`src/rtl/timer_datapath_if.sv`:
```
// Control/status bundle between the timer front panel and the timer datapath.
// Pulse inputs are one-cycle strobes sampled on the rising clock edge; level inputs are plain levels.
interface timer_if;
  logic       run_stop;
  logic       clear;
  logic       down;
  logic       hour_up;
  logic       hour_down;
  logic       min_up;
  logic       min_down;
  logic       sec_up;
  logic       sec_down;
  logic       set_hour;
  logic       set_min;
  logic       set_sec;
  logic [4:0] hour;
  logic [5:0] min;
  logic [5:0] sec;
  logic       end_pulse;
  logic       blank_hour;
  logic       blank_min;
  logic       blank_sec;

  modport master (
    output run_stop, clear, down,
    output hour_up, hour_down, min_up, min_down, sec_up, sec_down,
    output set_hour, set_min, set_sec,
    input  hour, min, sec, end_pulse,
    input  blank_hour, blank_min, blank_sec
  );

  modport slave (
    input  run_stop, clear, down,
    input  hour_up, hour_down, min_up, min_down, sec_up, sec_down,
    input  set_hour, set_min, set_sec,
    output hour, min, sec, end_pulse,
    output blank_hour, blank_min, blank_sec
  );
endinterface

```
`src/rtl/timer_datapath.sv`:
```
// HH:MM:SS up/down timer: 1 s prescaler, field adjust while stopped, countdown end pulse
// and a blink phase used to flash the field currently being edited.
module timer_datapath #(
  parameter int P_TICK_DIV  = 100_000_000,
  parameter int P_BLINK_DIV = 50_000_000
) (
  input logic  iClk,
  input logic  iRst,
  timer_if.slave bus
);
  localparam int TW = (P_TICK_DIV  > 1) ? $clog2(P_TICK_DIV)  : 1;
  localparam int BW = (P_BLINK_DIV > 1) ? $clog2(P_BLINK_DIV) : 1;
  localparam logic [TW-1:0] PRESC_MAX = TW'(P_TICK_DIV - 1);
  localparam logic [BW-1:0] BLINK_MAX = BW'(P_BLINK_DIV - 1);

  logic [TW-1:0] presc_q;
  logic [BW-1:0] blink_cnt_q;
  logic          blink_phase_q;
  logic [4:0]    hour_q, hour_d;
  logic [5:0]    min_q, min_d;
  logic [5:0]    sec_q, sec_d;
  logic          end_q, end_d;
  logic          tick;
  logic          adj_any;
  logic          time_zero;

  assign tick      = bus.run_stop && (presc_q == PRESC_MAX);
  assign adj_any   = bus.hour_up | bus.hour_down | bus.min_up |
                     bus.min_down | bus.sec_up | bus.sec_down;
  assign time_zero = (hour_q == 5'd0) && (min_q == 6'd0) && (sec_q == 6'd0);

  always_ff @(posedge iClk or posedge iRst) begin
    if (iRst) begin
      presc_q <= '0;
    end else if (bus.clear || !bus.run_stop || tick) begin
      presc_q <= '0;
    end else begin
      presc_q <= presc_q + 1'b1;
    end
  end

  // Adjust and tick are mutually exclusive through run_stop; clear overrides both.
  always_comb begin
    hour_d = hour_q;
    min_d  = min_q;
    sec_d  = sec_q;
    end_d  = 1'b0;
    if (bus.clear) begin
      hour_d = 5'd0;
      min_d  = 6'd0;
      sec_d  = 6'd0;
    end else if (!bus.run_stop && adj_any) begin
      if (bus.sec_up && !bus.sec_down)        sec_d = (sec_q == 6'd59) ? 6'd0 : sec_q + 6'd1;
      else if (bus.sec_down && !bus.sec_up)   sec_d = (sec_q == 6'd0) ? 6'd59 : sec_q - 6'd1;
      if (bus.min_up && !bus.min_down)        min_d = (min_q == 6'd59) ? 6'd0 : min_q + 6'd1;
      else if (bus.min_down && !bus.min_up)   min_d = (min_q == 6'd0) ? 6'd59 : min_q - 6'd1;
      if (bus.hour_up && !bus.hour_down)      hour_d = (hour_q == 5'd23) ? 5'd0 : hour_q + 5'd1;
      else if (bus.hour_down && !bus.hour_up) hour_d = (hour_q == 5'd0) ? 5'd23 : hour_q - 5'd1;
    end else if (tick) begin
      if (bus.down) begin
        // Result is zero when starting from 00:00:01 or when already parked at zero.
        end_d = (hour_q == 5'd0) && (min_q == 6'd0) && (sec_q <= 6'd1);
        if (!time_zero) begin
          if (sec_q != 6'd0) begin
            sec_d = sec_q - 6'd1;
          end else begin
            sec_d = 6'd59;
            if (min_q != 6'd0) begin
              min_d = min_q - 6'd1;
            end else begin
              min_d  = 6'd59;
              hour_d = hour_q - 5'd1;
            end
          end
        end
      end else begin
        if (sec_q != 6'd59) begin
          sec_d = sec_q + 6'd1;
        end else begin
          sec_d = 6'd0;
          if (min_q != 6'd59) begin
            min_d = min_q + 6'd1;
          end else begin
            min_d  = 6'd0;
            hour_d = (hour_q == 5'd23) ? 5'd0 : hour_q + 5'd1;
          end
        end
      end
    end
  end

  always_ff @(posedge iClk or posedge iRst) begin
    if (iRst) begin
      hour_q <= 5'd0;
      min_q  <= 6'd0;
      sec_q  <= 6'd0;
      end_q  <= 1'b0;
    end else begin
      hour_q <= hour_d;
      min_q  <= min_d;
      sec_q  <= sec_d;
      end_q  <= end_d;
    end
  end

  // Restarting the blink on any adjust makes the freshly edited field visible at once.
  always_ff @(posedge iClk or posedge iRst) begin
    if (iRst) begin
      blink_cnt_q   <= '0;
      blink_phase_q <= 1'b0;
    end else if (adj_any) begin
      blink_cnt_q   <= '0;
      blink_phase_q <= 1'b0;
    end else if (blink_cnt_q == BLINK_MAX) begin
      blink_cnt_q   <= '0;
      blink_phase_q <= ~blink_phase_q;
    end else begin
      blink_cnt_q   <= blink_cnt_q + 1'b1;
    end
  end

  assign bus.hour       = hour_q;
  assign bus.min        = min_q;
  assign bus.sec        = sec_q;
  assign bus.end_pulse  = end_q;
  assign bus.blank_hour = bus.set_hour & blink_phase_q;
  assign bus.blank_min  = bus.set_min  & blink_phase_q;
  assign bus.blank_sec  = bus.set_sec  & blink_phase_q;
endmodule

```
`src/flat_wrapper.sv`:
```
// flat-port wrapper written by rule: the top's interface ports become plain ports
module timer_datapath_flat 
#(
  parameter int P_TICK_DIV  = 100_000_000,
  parameter int P_BLINK_DIV = 50_000_000
)
  (iClk, iRst, bus_run_stop, bus_clear, bus_down, bus_hour_up, bus_hour_down, bus_min_up, bus_min_down, bus_sec_up, bus_sec_down, bus_set_hour, bus_set_min, bus_set_sec, bus_hour, bus_min, bus_sec, bus_end_pulse, bus_blank_hour, bus_blank_min, bus_blank_sec);
  timer_if bus_i ();
  input logic iClk;
  input logic iRst;
  input wire logic [$bits(bus_i.run_stop)-1:0] bus_run_stop;
  input wire logic [$bits(bus_i.clear)-1:0] bus_clear;
  input wire logic [$bits(bus_i.down)-1:0] bus_down;
  input wire logic [$bits(bus_i.hour_up)-1:0] bus_hour_up;
  input wire logic [$bits(bus_i.hour_down)-1:0] bus_hour_down;
  input wire logic [$bits(bus_i.min_up)-1:0] bus_min_up;
  input wire logic [$bits(bus_i.min_down)-1:0] bus_min_down;
  input wire logic [$bits(bus_i.sec_up)-1:0] bus_sec_up;
  input wire logic [$bits(bus_i.sec_down)-1:0] bus_sec_down;
  input wire logic [$bits(bus_i.set_hour)-1:0] bus_set_hour;
  input wire logic [$bits(bus_i.set_min)-1:0] bus_set_min;
  input wire logic [$bits(bus_i.set_sec)-1:0] bus_set_sec;
  output wire logic [$bits(bus_i.hour)-1:0] bus_hour;
  output wire logic [$bits(bus_i.min)-1:0] bus_min;
  output wire logic [$bits(bus_i.sec)-1:0] bus_sec;
  output wire logic [$bits(bus_i.end_pulse)-1:0] bus_end_pulse;
  output wire logic [$bits(bus_i.blank_hour)-1:0] bus_blank_hour;
  output wire logic [$bits(bus_i.blank_min)-1:0] bus_blank_min;
  output wire logic [$bits(bus_i.blank_sec)-1:0] bus_blank_sec;
  assign bus_i.run_stop = bus_run_stop;
  assign bus_i.clear = bus_clear;
  assign bus_i.down = bus_down;
  assign bus_i.hour_up = bus_hour_up;
  assign bus_i.hour_down = bus_hour_down;
  assign bus_i.min_up = bus_min_up;
  assign bus_i.min_down = bus_min_down;
  assign bus_i.sec_up = bus_sec_up;
  assign bus_i.sec_down = bus_sec_down;
  assign bus_i.set_hour = bus_set_hour;
  assign bus_i.set_min = bus_set_min;
  assign bus_i.set_sec = bus_set_sec;
  assign bus_hour = bus_i.hour;
  assign bus_min = bus_i.min;
  assign bus_sec = bus_i.sec;
  assign bus_end_pulse = bus_i.end_pulse;
  assign bus_blank_hour = bus_i.blank_hour;
  assign bus_blank_min = bus_i.blank_min;
  assign bus_blank_sec = bus_i.blank_sec;
  timer_datapath #(.P_TICK_DIV(P_TICK_DIV), .P_BLINK_DIV(P_BLINK_DIV)) u_core (.iClk(iClk), .iRst(iRst), .bus(bus_i));
endmodule
```
`config.mk`:
```
export PLATFORM = sky130hd
export DESIGN_NAME = timer_datapath_flat
export DESIGN_NICKNAME = d
export VERILOG_FILES = /design/src/rtl/timer_datapath_if.sv /design/src/rtl/timer_datapath.sv /design/src/flat_wrapper.sv
export SDC_FILE = /design/constraint.sdc
export NUM_CORES = 1
export LEC_CHECK = 0
export CAP_MARGIN = 10
export CORE_MARGIN = 10
export CORE_UTILIZATION = 53
export DETAILED_ROUTE_END_ITERATION = 12
export PLACE_DENSITY = 0.86
export SYNTH_ARGS = -nofsm -noshare
export SYNTH_HDL_FRONTEND = slang
export SYNTH_SLANG_ARGS = --single-unit
```
`constraint.sdc`:
```
create_clock -name iClk -period 2.4 [get_ports iClk]
set_input_delay 0.36 -clock iClk [delete_from_list [all_inputs] [get_ports iClk]]
set_output_delay 0.36 -clock iClk [all_outputs]
set_load 0.02 [all_outputs]
```
### Word level (Yosys, flattened, before mapping)

Index checks and enable logic that the tools add are counted.

| cells by class | value |
|---|---|
| add/subtract/negate cells | 8 |
| $lt $le $gt $ge | 1 |
| equality and inequality tests | 15 |
| multiplexer cells | 46 |
| bitwise gates (word level) | 9 |
| reductions and logical operators | 30 |

Operator list:

| kind | count |
|---|---|
| 2-to-1 mux 6 bit | 24 |
| 2-to-1 mux 5 bit | 13 |
| 2-to-1 mux 26 bit | 2 |
| adder 27 x 1 -> 27 bit (second input constant) | 1 |
| == test 27 bit (second input constant) | 1 |
| 2-to-1 mux 27 bit | 1 |
| adder 26 x 1 -> 26 bit (second input constant) | 1 |
| == test 26 bit (second input constant) | 1 |
| != test 4 x 3 -> 1 bit (second input constant) | 4 |
| != test 4 bit (second input constant) | 4 |
| adder 6 x 1 -> 6 bit (second input constant) | 2 |
| == test 6 bit (second input constant) | 2 |
| zero test 6 bit | 2 |
| != test 6 bit (second input constant) | 2 |
| nonzero test 6 bit | 2 |
| subtractor 6 x 1 -> 6 bit (second input constant) | 2 |
| logical AND 1 bit | 11 |
| zero test 1 bit | 7 |
| AND reduction 7 bit | 1 |
| <= comparator 6 x 1 -> 1 bit (second input constant) | 1 |
| 2-to-1 mux 1 bit | 6 |
| adder 5 x 1 -> 5 bit (second input constant) | 1 |
| == test 5 bit (second input constant) | 1 |
| zero test 5 bit | 1 |
| 9 further kinds | 16 |

| storage, ports and cells | value |
|---|---|
| register bits after elaboration | 72 |
| bits of input ports | 14 |
| output and inout bits | 21 |
| word-level logic and storage cells | 116 |

### Depth between registers and ports, before layout

| depth | value |
|---|---|
| word-level depth | 8 |
| gate-level depth with buffers | 10 |
| gate-level depth less buffers | 8 |

### Worst setup path before layout

Ideal clock, no wire load.

| timing | value |
|---|---|
| path kind | reg-to-reg |
| from | register u_core.min_q[1], in the netlist u_core.bus.min[1] |
| to | register u_core.hour_q[2], in the netlist u_core.bus.hour[2] |
| setup time | 0.128 ns |
| arrival | 2.315 ns |
| required time | 2.272 ns |
| setup slack | -0.042 ns |
| stages on the path, launching flop included | 10 |
| buffers on the path | 1 |
| clock period less this slack | 2.442 ns |
| path through | dfrtp_1 > clkbuf_1 > inv_1 > ha_1 > or4b_1 > nor3_2 > o22ai_1 > a31oi_4 > a21oi_1 > mux2_1 |

| on the way | value |
|---|---|
| word-level cells in the longest chain between the ends | 5 |
| elaborated cells between the ends (all ways) | 9 |
| those cells by class | eq/ne: 4; reduce/logical: 5 |

RTL lines:

| what | line | RTL |
|---|---|---|
| start, declared | timer_datapath.sv:20 | `logic [5:0] min_q, min_d;` |
| start signal, assigned | timer_datapath.sv:100 | `min_q <= min_d;` |
| zero test 6 bit | timer_datapath.sv:30 | `assign time_zero = (hour_q == 5'd0) && (min_q == 6'd0) && (sec_q == 6'd0);` |
| logical AND 1 bit (2 in series) | timer_datapath.sv:30 |  |
| != test 4 bit (no source line) | -- |  |
| AND reduction 7 bit (no source line) * | -- |  |
| end signal, assigned | timer_datapath.sv:99 | `hour_q <= hour_d;` |
| end, declared | timer_datapath.sv:19 | `logic [4:0] hour_q, hour_d;` |

Mark *: on every way between the ends. The rest lies on a longest branch, timed or not.
A chain may end at the register's enable or synchronous reset.

### Worst setup path after layout

| timing | value |
|---|---|
| from | register u_core.min_q[0], in the netlist u_core.bus.min[0] |
| to | register u_core.sec_q[4], in the netlist u_core.bus.sec[4] |

| on the way | value |
|---|---|
| word-level cells in the longest chain between the ends | 5 |

RTL lines:

| what | line | RTL |
|---|---|---|
| zero test 6 bit | timer_datapath.sv:30 |  |
| logical AND 1 bit (2 in series) | timer_datapath.sv:30 |  |
| != test 4 bit (no source line) | -- |  |
| AND reduction 3 bit (no source line) | -- |  |
| end signal, assigned | timer_datapath.sv:96 | `sec_q <= 6'd0;` |
| end signal, assigned | timer_datapath.sv:101 | `sec_q <= sec_d;` |
| end, declared | timer_datapath.sv:21 | `logic [5:0] sec_q, sec_d;` |

No other way between the ends.

==> results.toml <==
[sta]
worst_slack_ns = -0.04010
period_needed_ns = 2.440
finalCritPeriodShare_pct = 101.7
max_freq_ghz = 0.4098
clock_skew_ns = 0.009092
finalSetupTns_ns = -0.1277
hold_violations = 0
setup_viol = 6
worst_slew_pin_slew_ns = 0.5553
slew_headroom_pct = 62.70
finalMaxSlewViolations = 0
whs_ns = 0.3376

[setup_path]
ff2ff_path_depth = 9
crit_chain = "inv_2, ha_4, or4b_4, nor3_4, buf_4, a311oi_2, o21ai_2, nor2_1, o22a_1"
arrival_ns = 2.68
end_kind = "flop"
crit_start = "u_core.bus.min[0]"
worstSetupStartpointType = "flop"
crit_fanout = 7
r2r_setup_slack_ns = -0.04
path_class = "flop to flop"
worstPathRequired_ns = 2.64
reg2reg_from = "u_core.bus.min[0]"
path_delay_family = "simple AND/OR/NAND/NOR gates"
reg2reg_to = "u_core.bus.sec[4]"
slowest_stage = "or4b_4"
critical-path-max-stage-delay_ns = 0.48
cp_num_buf_inv = 2

[cells_and_area]
final_layout_size_suffix_gt1_share_pct = 18.41
layout.cell_area.non_filler_um2 = 5662
layout_commonest_cell = "nor2_1"
syn2layout_area_growth_pct = 26.26
n_antenna_cell = 0
final_cells = 708
final_cell_mix = "nor2_1 (85), dfrtp_1 (72), buf_4 (55)"
nets = 623
fillerInstances = 613

[pwr]
peakVddDrop_uv = 371.6
pwr_density_cell_nw_per_um2 = 691.8
p_leak_nw = 2.371
p_total_mw = 3.917

[floorplan]
die_area_um2 = 12540
rows = 33
initial_core_util_pct = 54.58
core-area_um2 = 8217
io_pins = 35
fp.dieW_um = 112.0
die_y_um = 112.0

[clocking]
h-tree-depth = 3
cts.sinks = 72
cts-root-buf = "clkbuf_8"
cts_tree = "done"
clock_latency_ns = 0.35
cts_buffers = 9
cts_buffer_depth = 2
cts.clk_slew.worst_paths_ns = 0.08

[placement]
io_buffers = 34
hpwl_um = 8150
dp.cells = 684
place_area_um2 = 5270
gp_congestion = 0.9881

[logic_synthesis]
synth.area.top_cells = "dfrtp_1 (40%), nor2_1 (7.2%), xor2_1 (6.3%), xnor2_1 (4.3%), nand2_1 (3.3%)"
syn_area_per_cell_um2 = 8.640
yosys_warnings = 0
synthesis.nets = 544
synth_edf_count = 0
netlist_area_um2 = 4484
synth-seq-cells = 72
postSynth.asyncResetShare_pct = 100.0
synthCells = 519
yosysSeqAreaShare_pct = 40.18
synth.top_cell.area_share_pct = 40.18
ys.flop_type = "dfrtp_1"
synth.distinct_cells = 65
yosysTopAreaCell = "dfrtp_1"

[detailed_routing]
ant_nets = 0
wl_per_cell_um = 16.83
vias_per_cell = 5.944
wl_um = 11910
first_iter_violations = 302
vias = 4208
dr.pass1.iters = 5
drc = 0

[global_routing]
first_global_vias = 4078
grt_pass1_wl_um = 19150
grt_start_max_net_pins = 28
grt_usage_pct = 17.78
antenna_found_initial = 0
grt-ovfl-total = 0

[min_path]
hold_class = "primary input to asynchronous set/reset pin"

[job]
maxCapViolations = 0

[status]
violations = "setup timing"
status = "finished with violations"
==> per-stage QoR <==
stage,setup slack (ns),utilization [%]
after floorplan,0.008138,-
after global placement,-0.1008,64.14
after detailed placement,-0.1655,64.14
after CTS,0.006462,67.14
after global routing,-0.07452,68.91
final,-0.04010,68.91
==> worst max-delay path by stage <==
stage / depth (start not counted) / slack, ns / to
6_report: 9 / -0.04 / u_core.bus.sec[4]
2_1_floorplan: 9 / 0.008 / u_core.bus.hour[2]
5_1_grt: 9 / -0.07 / u_core.bus.sec[0]
4_1_cts: 9 / 0.006 / u_core.bus.hour[2]
3_3_place_gp: 7 / -0.10 / u_core.bus.sec[3]
3_5_place_dp: 7 / -0.17 / u_core.bus.sec[3]
==> layout make-up <==
| cell class | count | area [um^2] | area share (%) |
|---|---|---|---|
| multi-input cells | 405 | 2619 | 46.25 |
| inverters | 17 | 63.81 | 1.127 |
| flip-flops and latches | 72 | 1802 | 31.82 |
| repair buffers | 93 | 815.8 | 14.41 |
| clock buffers | 11 | 151.4 | 2.674 |
| clock inverters | 5 | 78.83 | 1.392 |
| well taps | 105 | 131.4 | 2.320 |
==> power by group <==
group | switching (mW) | internal (mW) | total, mW
registers | 0.104 | 1.29 | 1.39
clock network | 0.459 | 0.640 | 1.10
logic | 0.780 | 0.644 | 1.42
==> cell usage after synthesis, types with 12 or more instances <==
cell type,instances
nor2_1,86
clkbuf_1,17
xor2_1,32
dfrtp_1,72
o21ai_0,19
nand4_1,12
nand3_1,30
nand2_1,40
xnor2_1,22
inv_1,17
a21oi_1,20
==> routing by layer <==
| metal | GRT usage, % | wire length, um |
|---|---|---|
| met1 | 22.38 | 4998 |
| met2 | 29.14 | 5900 |
| met3 | 3.596 | 754 |
| met4 | 7.191 | 260 |
| met5 | 0 | 0 |
==> worst reg2reg max path: cells and delay by family (launching register included) <==
family                   cells  cell delay (ns)
AO/OA/AOI/OAI                3             0.67
flip-flops                   1             0.40
AND/OR/NAND/NOR              3             0.86
adder cells (fa/ha/maj)      1             0.14
buffers and inverters        2             0.26
==> state kept, by name (all words and copies together) (netlist names) <==
signal                flops
u_core.blink_cnt_q       26
u_core.blink_phase_q      1
u_core.bus.end_pulse      1
u_core.bus.hour           5
u_core.bus.min            6
u_core.bus.sec            6
u_core.presc_q           27
==> kinds of logic after synthesis <==
logic type,Yosys count,share of synthesized area (%)
simple gates,251,28.57
mux,3,0.6975
flops,72,40.18
compound gates,86,13.20
fa+ha+maj,11,3.069
buf+inv,42,3.739
xor+xnor,54,10.55
==> timing repair <==
item	CTS	global route
pin swaps	1	8
hold buffers	0	0
setup endpoints to repair	5	13
hold endpoints to repair	0	0
resized for setup	3	19
buffers inserted	0	8
(Power assumes the default switching activity.)
